**src/rtl/multicycle_controller_if.sv**
```systemverilog
// Control bundle between the multicycle controller and the mini-MIPS datapath.
// master: controller side (takes IR fields + mem_ready, drives all enables/selects/debug).
// slave:  datapath side (drives IR fields + mem_ready, takes the controls).
interface multicycle_controller_if;
  // IR fields and memory handshake, sourced by the datapath
  logic [5:0]  opcode;
  logic [5:0]  fn;
  logic        mem_ready;

  // datapath enables and selects, sourced by the controller
  logic        irwrite;
  logic        pcwrite;
  logic        pcwritecond;
  logic        iord;
  logic        rd;
  logic        we;
  logic        regwrite;
  logic        alusrc;
  logic [1:0]  regdst;
  logic [1:0]  reginsrc;
  logic [1:0]  brtype;
  logic [1:0]  pcsrc;
  logic        illegal;

  // debug / statistics
  logic [3:0]  state;
  logic [31:0] instr_count;

  modport master (
    input  opcode, fn, mem_ready,
    output irwrite, pcwrite, pcwritecond, iord, rd, we, regwrite, alusrc,
           regdst, reginsrc, brtype, pcsrc, illegal, state, instr_count
  );

  modport slave (
    output opcode, fn, mem_ready,
    input  irwrite, pcwrite, pcwritecond, iord, rd, we, regwrite, alusrc,
           regdst, reginsrc, brtype, pcsrc, illegal, state, instr_count
  );
endinterface

```
**src/rtl/multicycle_controller.sv**
```systemverilog
// Moore-style multicycle control FSM for the mini-MIPS datapath with one shared memory port.
// Latency: FETCH->FETCH 4 (R/I-ALU, sw), 5 (lw), 3 (branch/j/jr/syscall), 2 (illegal) plus mem stalls.
// Backpressure: FETCH, MEMRD and MEMWR hold with rd/we/iord steady until mem_ready is seen.
// Ports: clk, rst (async active-high); bus = multicycle_controller_if.master carrying
// opcode/fn/mem_ready in and the datapath enables, selects, illegal pulse, state and instr_count out.
module multicycle_controller (
  input  logic                           clk,
  input  logic                           rst,
  multicycle_controller_if.master        bus
);

  typedef enum logic [3:0] {
    FETCH   = 4'd0,
    DECODE  = 4'd1,
    EXEC_R  = 4'd2,
    EXEC_I  = 4'd3,
    ALUWB_R = 4'd4,
    ALUWB_I = 4'd5,
    MEMADDR = 4'd6,
    MEMRD   = 4'd7,
    MEMWB   = 4'd8,
    MEMWR   = 4'd9,
    BRANCH  = 4'd10,
    JUMP    = 4'd11,
    JR      = 4'd12,
    SYSCALL = 4'd13
  } state_t;

  localparam logic [5:0] OP_RTYPE = 6'b000000;
  localparam logic [5:0] OP_BLTZ  = 6'b000001;
  localparam logic [5:0] OP_BEQ   = 6'b000010;
  localparam logic [5:0] OP_J     = 6'b000100;
  localparam logic [5:0] OP_BNE   = 6'b000101;
  localparam logic [5:0] OP_ADDI  = 6'b001000;
  localparam logic [5:0] OP_ANDI  = 6'b001100;
  localparam logic [5:0] OP_ORI   = 6'b001101;
  localparam logic [5:0] OP_XORI  = 6'b001110;
  localparam logic [5:0] OP_LUI   = 6'b001111;
  localparam logic [5:0] OP_LW    = 6'b100011;
  localparam logic [5:0] OP_SW    = 6'b101011;

  localparam logic [5:0] FN_ADD     = 6'b100000;
  localparam logic [5:0] FN_SUB     = 6'b100010;
  localparam logic [5:0] FN_JR      = 6'b001000;
  localparam logic [5:0] FN_SYSCALL = 6'b001100;

  state_t      state_q;
  state_t      state_d;
  state_t      decode_target;
  logic        decode_bad;
  logic        retire;
  logic [31:0] instr_count_q;

  // Instruction class lookup; FETCH doubles as the "undecodable" marker since
  // DECODE never legitimately returns straight to FETCH.
  function automatic state_t decode_next(input logic [5:0] op, input logic [5:0] f);
    state_t nxt;
    nxt = FETCH;
    case (op)
      OP_LUI, OP_ADDI, OP_ANDI, OP_ORI, OP_XORI: nxt = EXEC_I;
      OP_LW, OP_SW:                              nxt = MEMADDR;
      OP_BLTZ, OP_BEQ, OP_BNE:                   nxt = BRANCH;
      OP_J:                                      nxt = JUMP;
      OP_RTYPE: begin
        case (f)
          FN_ADD, FN_SUB: nxt = EXEC_R;
          FN_JR:          nxt = JR;
          FN_SYSCALL:     nxt = SYSCALL;
          default:        nxt = FETCH;
        endcase
      end
      default: nxt = FETCH;
    endcase
    return nxt;
  endfunction

  always_comb begin
    decode_target = decode_next(bus.opcode, bus.fn);
    decode_bad    = (decode_target == FETCH);
  end

  // State register: reset lands in FETCH immediately, aborting any access in flight.
  always_ff @(posedge clk or posedge rst) begin
    if (rst) begin
      state_q <= FETCH;
    end else begin
      state_q <= state_d;
    end
  end

  // Next-state logic. mem_ready only matters in the three memory-access states.
  always_comb begin
    state_d = FETCH;
    case (state_q)
      FETCH:   state_d = bus.mem_ready ? DECODE : FETCH;
      DECODE:  state_d = decode_target;
      EXEC_R:  state_d = ALUWB_R;
      EXEC_I:  state_d = ALUWB_I;
      ALUWB_R: state_d = FETCH;
      ALUWB_I: state_d = FETCH;
      MEMADDR: state_d = (bus.opcode == OP_LW) ? MEMRD : MEMWR;
      MEMRD:   state_d = bus.mem_ready ? MEMWB : MEMRD;
      MEMWB:   state_d = FETCH;
      MEMWR:   state_d = bus.mem_ready ? FETCH : MEMWR;
      BRANCH:  state_d = FETCH;
      JUMP:    state_d = FETCH;
      JR:      state_d = FETCH;
      SYSCALL: state_d = FETCH;
      default: state_d = FETCH;
    endcase
  end

  // Output logic. Everything is a function of state except the FETCH
  // irwrite/pcwrite (same-cycle mem_ready), the DECODE illegal pulse and the
  // BRANCH brtype select. Held at zero during reset even though state reads FETCH.
  always_comb begin
    bus.irwrite     = 1'b0;
    bus.pcwrite     = 1'b0;
    bus.pcwritecond = 1'b0;
    bus.iord        = 1'b0;
    bus.rd          = 1'b0;
    bus.we          = 1'b0;
    bus.regwrite    = 1'b0;
    bus.alusrc      = 1'b0;
    bus.regdst      = 2'b00;
    bus.reginsrc    = 2'b00;
    bus.brtype      = 2'b00;
    bus.pcsrc       = 2'b00;
    bus.illegal     = 1'b0;
    if (!rst) begin
      case (state_q)
        FETCH: begin
          bus.rd      = 1'b1;
          bus.irwrite = bus.mem_ready;
          bus.pcwrite = bus.mem_ready;
        end
        DECODE: begin
          bus.illegal = decode_bad;
        end
        EXEC_R: begin
          bus.alusrc = 1'b0;
        end
        EXEC_I: begin
          bus.alusrc = 1'b1;
        end
        ALUWB_R: begin
          bus.regwrite = 1'b1;
          bus.regdst   = 2'b01;
          bus.reginsrc = 2'b01;
        end
        ALUWB_I: begin
          bus.regwrite = 1'b1;
          bus.reginsrc = 2'b01;
          bus.alusrc   = 1'b1;
        end
        MEMADDR: begin
          bus.alusrc = 1'b1;
        end
        MEMRD: begin
          bus.rd     = 1'b1;
          bus.iord   = 1'b1;
          bus.alusrc = 1'b1;
        end
        MEMWB: begin
          bus.regwrite = 1'b1;
        end
        MEMWR: begin
          bus.we     = 1'b1;
          bus.iord   = 1'b1;
          bus.alusrc = 1'b1;
        end
        BRANCH: begin
          bus.pcwritecond = 1'b1;
          case (bus.opcode)
            OP_BLTZ: bus.brtype = 2'b11;
            OP_BEQ:  bus.brtype = 2'b01;
            OP_BNE:  bus.brtype = 2'b10;
            default: bus.brtype = 2'b00;
          endcase
        end
        JUMP: begin
          bus.pcwrite = 1'b1;
          bus.pcsrc   = 2'b01;
        end
        JR: begin
          bus.pcwrite = 1'b1;
          bus.pcsrc   = 2'b10;
        end
        SYSCALL: begin
          bus.pcwrite = 1'b1;
          bus.pcsrc   = 2'b11;
        end
        default: begin
          bus.rd = 1'b0;
        end
      endcase
    end
  end

  // An instruction retires on the edge that leaves its final state; a store
  // only leaves MEMWR once the write is accepted.
  always_comb begin
    retire = 1'b0;
    case (state_q)
      ALUWB_R, ALUWB_I, MEMWB, BRANCH, JUMP, JR, SYSCALL: retire = 1'b1;
      MEMWR:   retire = bus.mem_ready;
      default: retire = 1'b0;
    endcase
  end

  always_ff @(posedge clk or posedge rst) begin
    if (rst) begin
      instr_count_q <= 32'd0;
    end else if (retire) begin
      instr_count_q <= instr_count_q + 32'd1;
    end
  end

  assign bus.state       = state_q;
  assign bus.instr_count = instr_count_q;

endmodule

```
**src/flat_wrapper.sv**
```systemverilog
// flat-port wrapper written by rule: the top's interface ports become plain ports
module multicycle_controller_flat 
  (clk, rst, bus_opcode, bus_fn, bus_mem_ready, bus_irwrite, bus_pcwrite, bus_pcwritecond, bus_iord, bus_rd, bus_we, bus_regwrite, bus_alusrc, bus_regdst, bus_reginsrc, bus_brtype, bus_pcsrc, bus_illegal, bus_state, bus_instr_count);
  multicycle_controller_if bus_i ();
  input  logic clk;
  input  logic rst;
  input wire logic [$bits(bus_i.opcode)-1:0] bus_opcode;
  input wire logic [$bits(bus_i.fn)-1:0] bus_fn;
  input wire logic [$bits(bus_i.mem_ready)-1:0] bus_mem_ready;
  output wire logic [$bits(bus_i.irwrite)-1:0] bus_irwrite;
  output wire logic [$bits(bus_i.pcwrite)-1:0] bus_pcwrite;
  output wire logic [$bits(bus_i.pcwritecond)-1:0] bus_pcwritecond;
  output wire logic [$bits(bus_i.iord)-1:0] bus_iord;
  output wire logic [$bits(bus_i.rd)-1:0] bus_rd;
  output wire logic [$bits(bus_i.we)-1:0] bus_we;
  output wire logic [$bits(bus_i.regwrite)-1:0] bus_regwrite;
  output wire logic [$bits(bus_i.alusrc)-1:0] bus_alusrc;
  output wire logic [$bits(bus_i.regdst)-1:0] bus_regdst;
  output wire logic [$bits(bus_i.reginsrc)-1:0] bus_reginsrc;
  output wire logic [$bits(bus_i.brtype)-1:0] bus_brtype;
  output wire logic [$bits(bus_i.pcsrc)-1:0] bus_pcsrc;
  output wire logic [$bits(bus_i.illegal)-1:0] bus_illegal;
  output wire logic [$bits(bus_i.state)-1:0] bus_state;
  output wire logic [$bits(bus_i.instr_count)-1:0] bus_instr_count;
  assign bus_i.opcode = bus_opcode;
  assign bus_i.fn = bus_fn;
  assign bus_i.mem_ready = bus_mem_ready;
  assign bus_irwrite = bus_i.irwrite;
  assign bus_pcwrite = bus_i.pcwrite;
  assign bus_pcwritecond = bus_i.pcwritecond;
  assign bus_iord = bus_i.iord;
  assign bus_rd = bus_i.rd;
  assign bus_we = bus_i.we;
  assign bus_regwrite = bus_i.regwrite;
  assign bus_alusrc = bus_i.alusrc;
  assign bus_regdst = bus_i.regdst;
  assign bus_reginsrc = bus_i.reginsrc;
  assign bus_brtype = bus_i.brtype;
  assign bus_pcsrc = bus_i.pcsrc;
  assign bus_illegal = bus_i.illegal;
  assign bus_state = bus_i.state;
  assign bus_instr_count = bus_i.instr_count;
  multicycle_controller u_core (.clk(clk), .rst(rst), .bus(bus_i));
endmodule
```
**config.mk**
```make
export PLATFORM = sky130hd
export DESIGN_NAME = multicycle_controller_flat
export DESIGN_NICKNAME = d
export VERILOG_FILES = /design/src/rtl/multicycle_controller_if.sv /design/src/rtl/multicycle_controller.sv /design/src/flat_wrapper.sv
export SDC_FILE = /design/constraint.sdc
export NUM_CORES = 1
export LEC_CHECK = 0
export CAP_MARGIN = 20
export CORE_MARGIN = 1
export CORE_UTILIZATION = 40
export DETAILED_ROUTE_END_ITERATION = 10
export PLACE_DENSITY = 0.69
export SYNTH_ARGS = -nofsm -noshare
export SYNTH_HDL_FRONTEND = slang
export SYNTH_SLANG_ARGS = --single-unit
```
**constraint.sdc**
```tcl
create_clock -name clk -period 2.9 [get_ports clk]
set_clock_uncertainty 0.15 [all_clocks]
set_input_delay 0.58 -clock clk [delete_from_list [all_inputs] [get_ports clk]]
set_output_delay 0.58 -clock clk [all_outputs]
set_load 0.02 [all_outputs]
```
==> out/summary.txt <==
DR vias -> 2158
worst hold stages -> 1
routed length per instance -> 14.0 um
Final Instance Area -> 3250 um^2
P_leak -> 1.42 nW
filler instances -> 501
crit-path max cell delay -> 0.47 ns
simple-gate share of the synthesized area -> 35.2%
Post-CTS Hold Fix Bufs -> 0
Worst EP arrival -> 2.14 ns
ant diodes -> 0
Setup crit end kind -> output port
TritonCTS clock tree -> built
Yosys reg bits -> 36
Least-Margin Pin Slew -> 0.545 ns
worst path cell trace -> clkdlybuf4s50_1, or2_2, nor2_1, nor4bb_1, clkdlybuf4s15_1
worst slack, placed -> -0.449 ns
H-tree depth -> 2
worst reg2reg path depth -> 5
placed inst area -> 3150 um^2
HP Class -> flip-flop to flip-flop
adder-cell share of the synthesized area -> 0.544%
die area -> 6050 um^2
Final TNS setup -> 0 ns
Via density -> 5.42
GR Overflow Total -> 0
Fmax achieved -> 348 MHz
chip height -> 77.8 um
die width -> 77.8 um
register area share after synthesis -> 39.2%
placer congestion estimate -> 0.810
Cells after Synth -> 245
crit share post-route -> 99.0%
total CTS buffers -> 5
most frequent cells in the layout -> clkdlybuf4s50_1 (58), dfrtp_1 (35), buf_4 (24)
CP required -> 2.17 ns
P&R area growth vs syn -> 41.3%
Critical-path top delay cell -> clkdlybuf4s50_1
# DRC -> 0
Post-Synth XOR/XNOR Area -> 13.0%
HPWL after DPL -> 4.26 mm
TritonRoute pass-1 iters -> 4
commonest non-fill, non-tap cell in the layout -> clkdlybuf4s50_1
ys async rst share -> 100%
Setup WS post-layout -> 0.0284 ns
Post-synth EDFFs -> 0
status -> complete, no violations
Final Setup Violations -> 0
unrepaired setup endpoints after global routing -> no
Cell Area, Synth -> 2300 um^2
Top Ports -> 68
multiplexer area fraction after synthesis -> 0.490%
gr usage total -> 19.3%
final hold vios -> 0
largest family of logic cells by synthesized area -> simple AND/OR/NAND/NOR gates
Most used DFF post-synth -> dfrtp_1
largest net degree at the start of global routing -> 24
core area -> 5510 um^2
first-pass GRT wire length -> 9.18 mm
Port Buffer Count -> 65
max-slew violations -> 0
PwrDens -> 467 nW/um^2
Root Driver -> clkbuf_8
CTS Sinks -> 36
clock-pin slew of the registers on the worst-case setup and hold paths -> 0.07 ns
crit path time final -> 2.87 ns
Max-cap violations -> 0
Cell Rows -> 27
post-CTS setup buffers -> 0
clock buffer depth -> 2
Final ANT Viol Nets -> 0
total power -> 1.52 mW
Relative slew margins -> 63.4%
Total Wirelength -> 5.57 mm
nets -> 342
Cell variety after synth -> 51
Synth Area in Compound Gates -> 6.97%
Initial Util -> 41.7%
fraction of layout cells with a size suffix above 1 -> 17.5%
CP startpoint kind -> input pin
critical path class -> input pin to output port
vias in the first global route -> 1924
crit-path max FO -> 5
Yosys warning total -> 0
initial DRC count -> 89
number of antenna violations at the first check in global routing -> 0
worst skew pair latency -> 0.29 ns
Avg Cell Area, Syn -> 9.38 um^2
maximum VDD drop -> 0.439 mV
-- report_power, final --
| group | internal (mW) | switching, mW |
|---|---|---|
| registers | 0.547 | 0.0684 |
| logic | 0.266 | 0.307 |
| clock network | 0.163 | 0.166 |
| total | 0.976 | 0.541 |
-- through the flow --
stage / std cells / utilization (%) / hold slack [ns]
detailed placement: 391 / 57.2 / 0.330
global placement: 391 / 57.2 / 0.315
CTS: 398 / 58.4 / 0.342
global route: 398 / 59.0 / 0.356
finish: 398 / 59.0 / 0.335
floorplan: 246 / - / 0.432
-- final timing paths --
kind                                             from  slack (ns)                    endpoint
max                                     bus_opcode[5]        0.03               bus_brtype[1]
max in group asynchronous                         rst        1.67   u_core.bus.instr_count[5]
min in group asynchronous                         rst        0.66         u_core.bus.state[0]
min                        u_core.bus.instr_count[31]        0.33  u_core.bus.instr_count[31]
min reg2reg                u_core.bus.instr_count[31]        0.33  u_core.bus.instr_count[31]
max reg2reg                 u_core.bus.instr_count[0]        0.81  u_core.bus.instr_count[28]
-- area by class of cell --
type / count / area (um^2) / area share, %
Sequential cell: 36 / 902 / 27.8
Tap cell: 72 / 90.1 / 2.77
Clock inverter: 1 / 5.00 / 0.154
Multi-Input combinational cell: 186 / 1320 / 40.6
Clock buffer: 6 / 72.6 / 2.24
Inverter: 9 / 37.5 / 1.16
Timing Repair Buffer: 88 / 821 / 25.3
-- metal layers --
layer / GRT usage (%) / up-vias / share of wire, %
met2: 30.9 / 53 / 48
met4: 5.66 / 0 / 1.3
met3: 4.24 / 6 / 4.0
li1: - / 1059 / -
met5: 0 / - / 0
met1: 26.0 / 1040 / 47
-- state kept, by name, indices dropped and copies added, names as in the netlist --
| name | count |
|---|---|
| u_core.bus.instr_count | 32 |
| u_core.bus.state | 4 |
-- cells by family (layout without fill, tap and decap cells) --
logic type | after synthesis | count (layout)
adder cells (fa/ha/maj) | 1 | 1
AO/OA/AOI/OAI | 23 | 23
flip-flops | 36 | 36
buffers and inverters | 24 | 104
AND/OR/NAND/NOR | 125 | 125
XOR/XNOR | 34 | 34
multiplexers | 1 | 1
other | 1 | 2
-- critical path, delay by kind of cell --
family / cells / cell delay [ns]
buf+inv: 2 / 0.82
simple gates: 3 / 0.75
-- synthesized netlist by cell type, types with 3 or more instances --
master    instances  share of area, %
dfrtp_1          36                39
nor3_1           15               3.3
o21ai_0           4              0.87
nand2_1          21               3.4
xnor2_1          17               6.5
clkbuf_1          9               1.5
nor2_1           10               1.6
and3_1            6               1.6
nand4_1          16               4.4
or2_2             3              0.82
nor4_2            8               4.4
a21oi_1           5               1.1
nand3_1          13               2.8
xor2_1           17               6.5
nor4_1            8               2.2
buf_4             3              0.98
nand3b_1          3              0.98
inv_1             9               1.5
-- what timing repair did --
item | in CTS | in global routing
pin swaps | 1 | 1
endpoints found under the setup margin | 5 | 6
resized for setup | 16 | 9
Note: power is estimated with default switching activity, not from simulation.
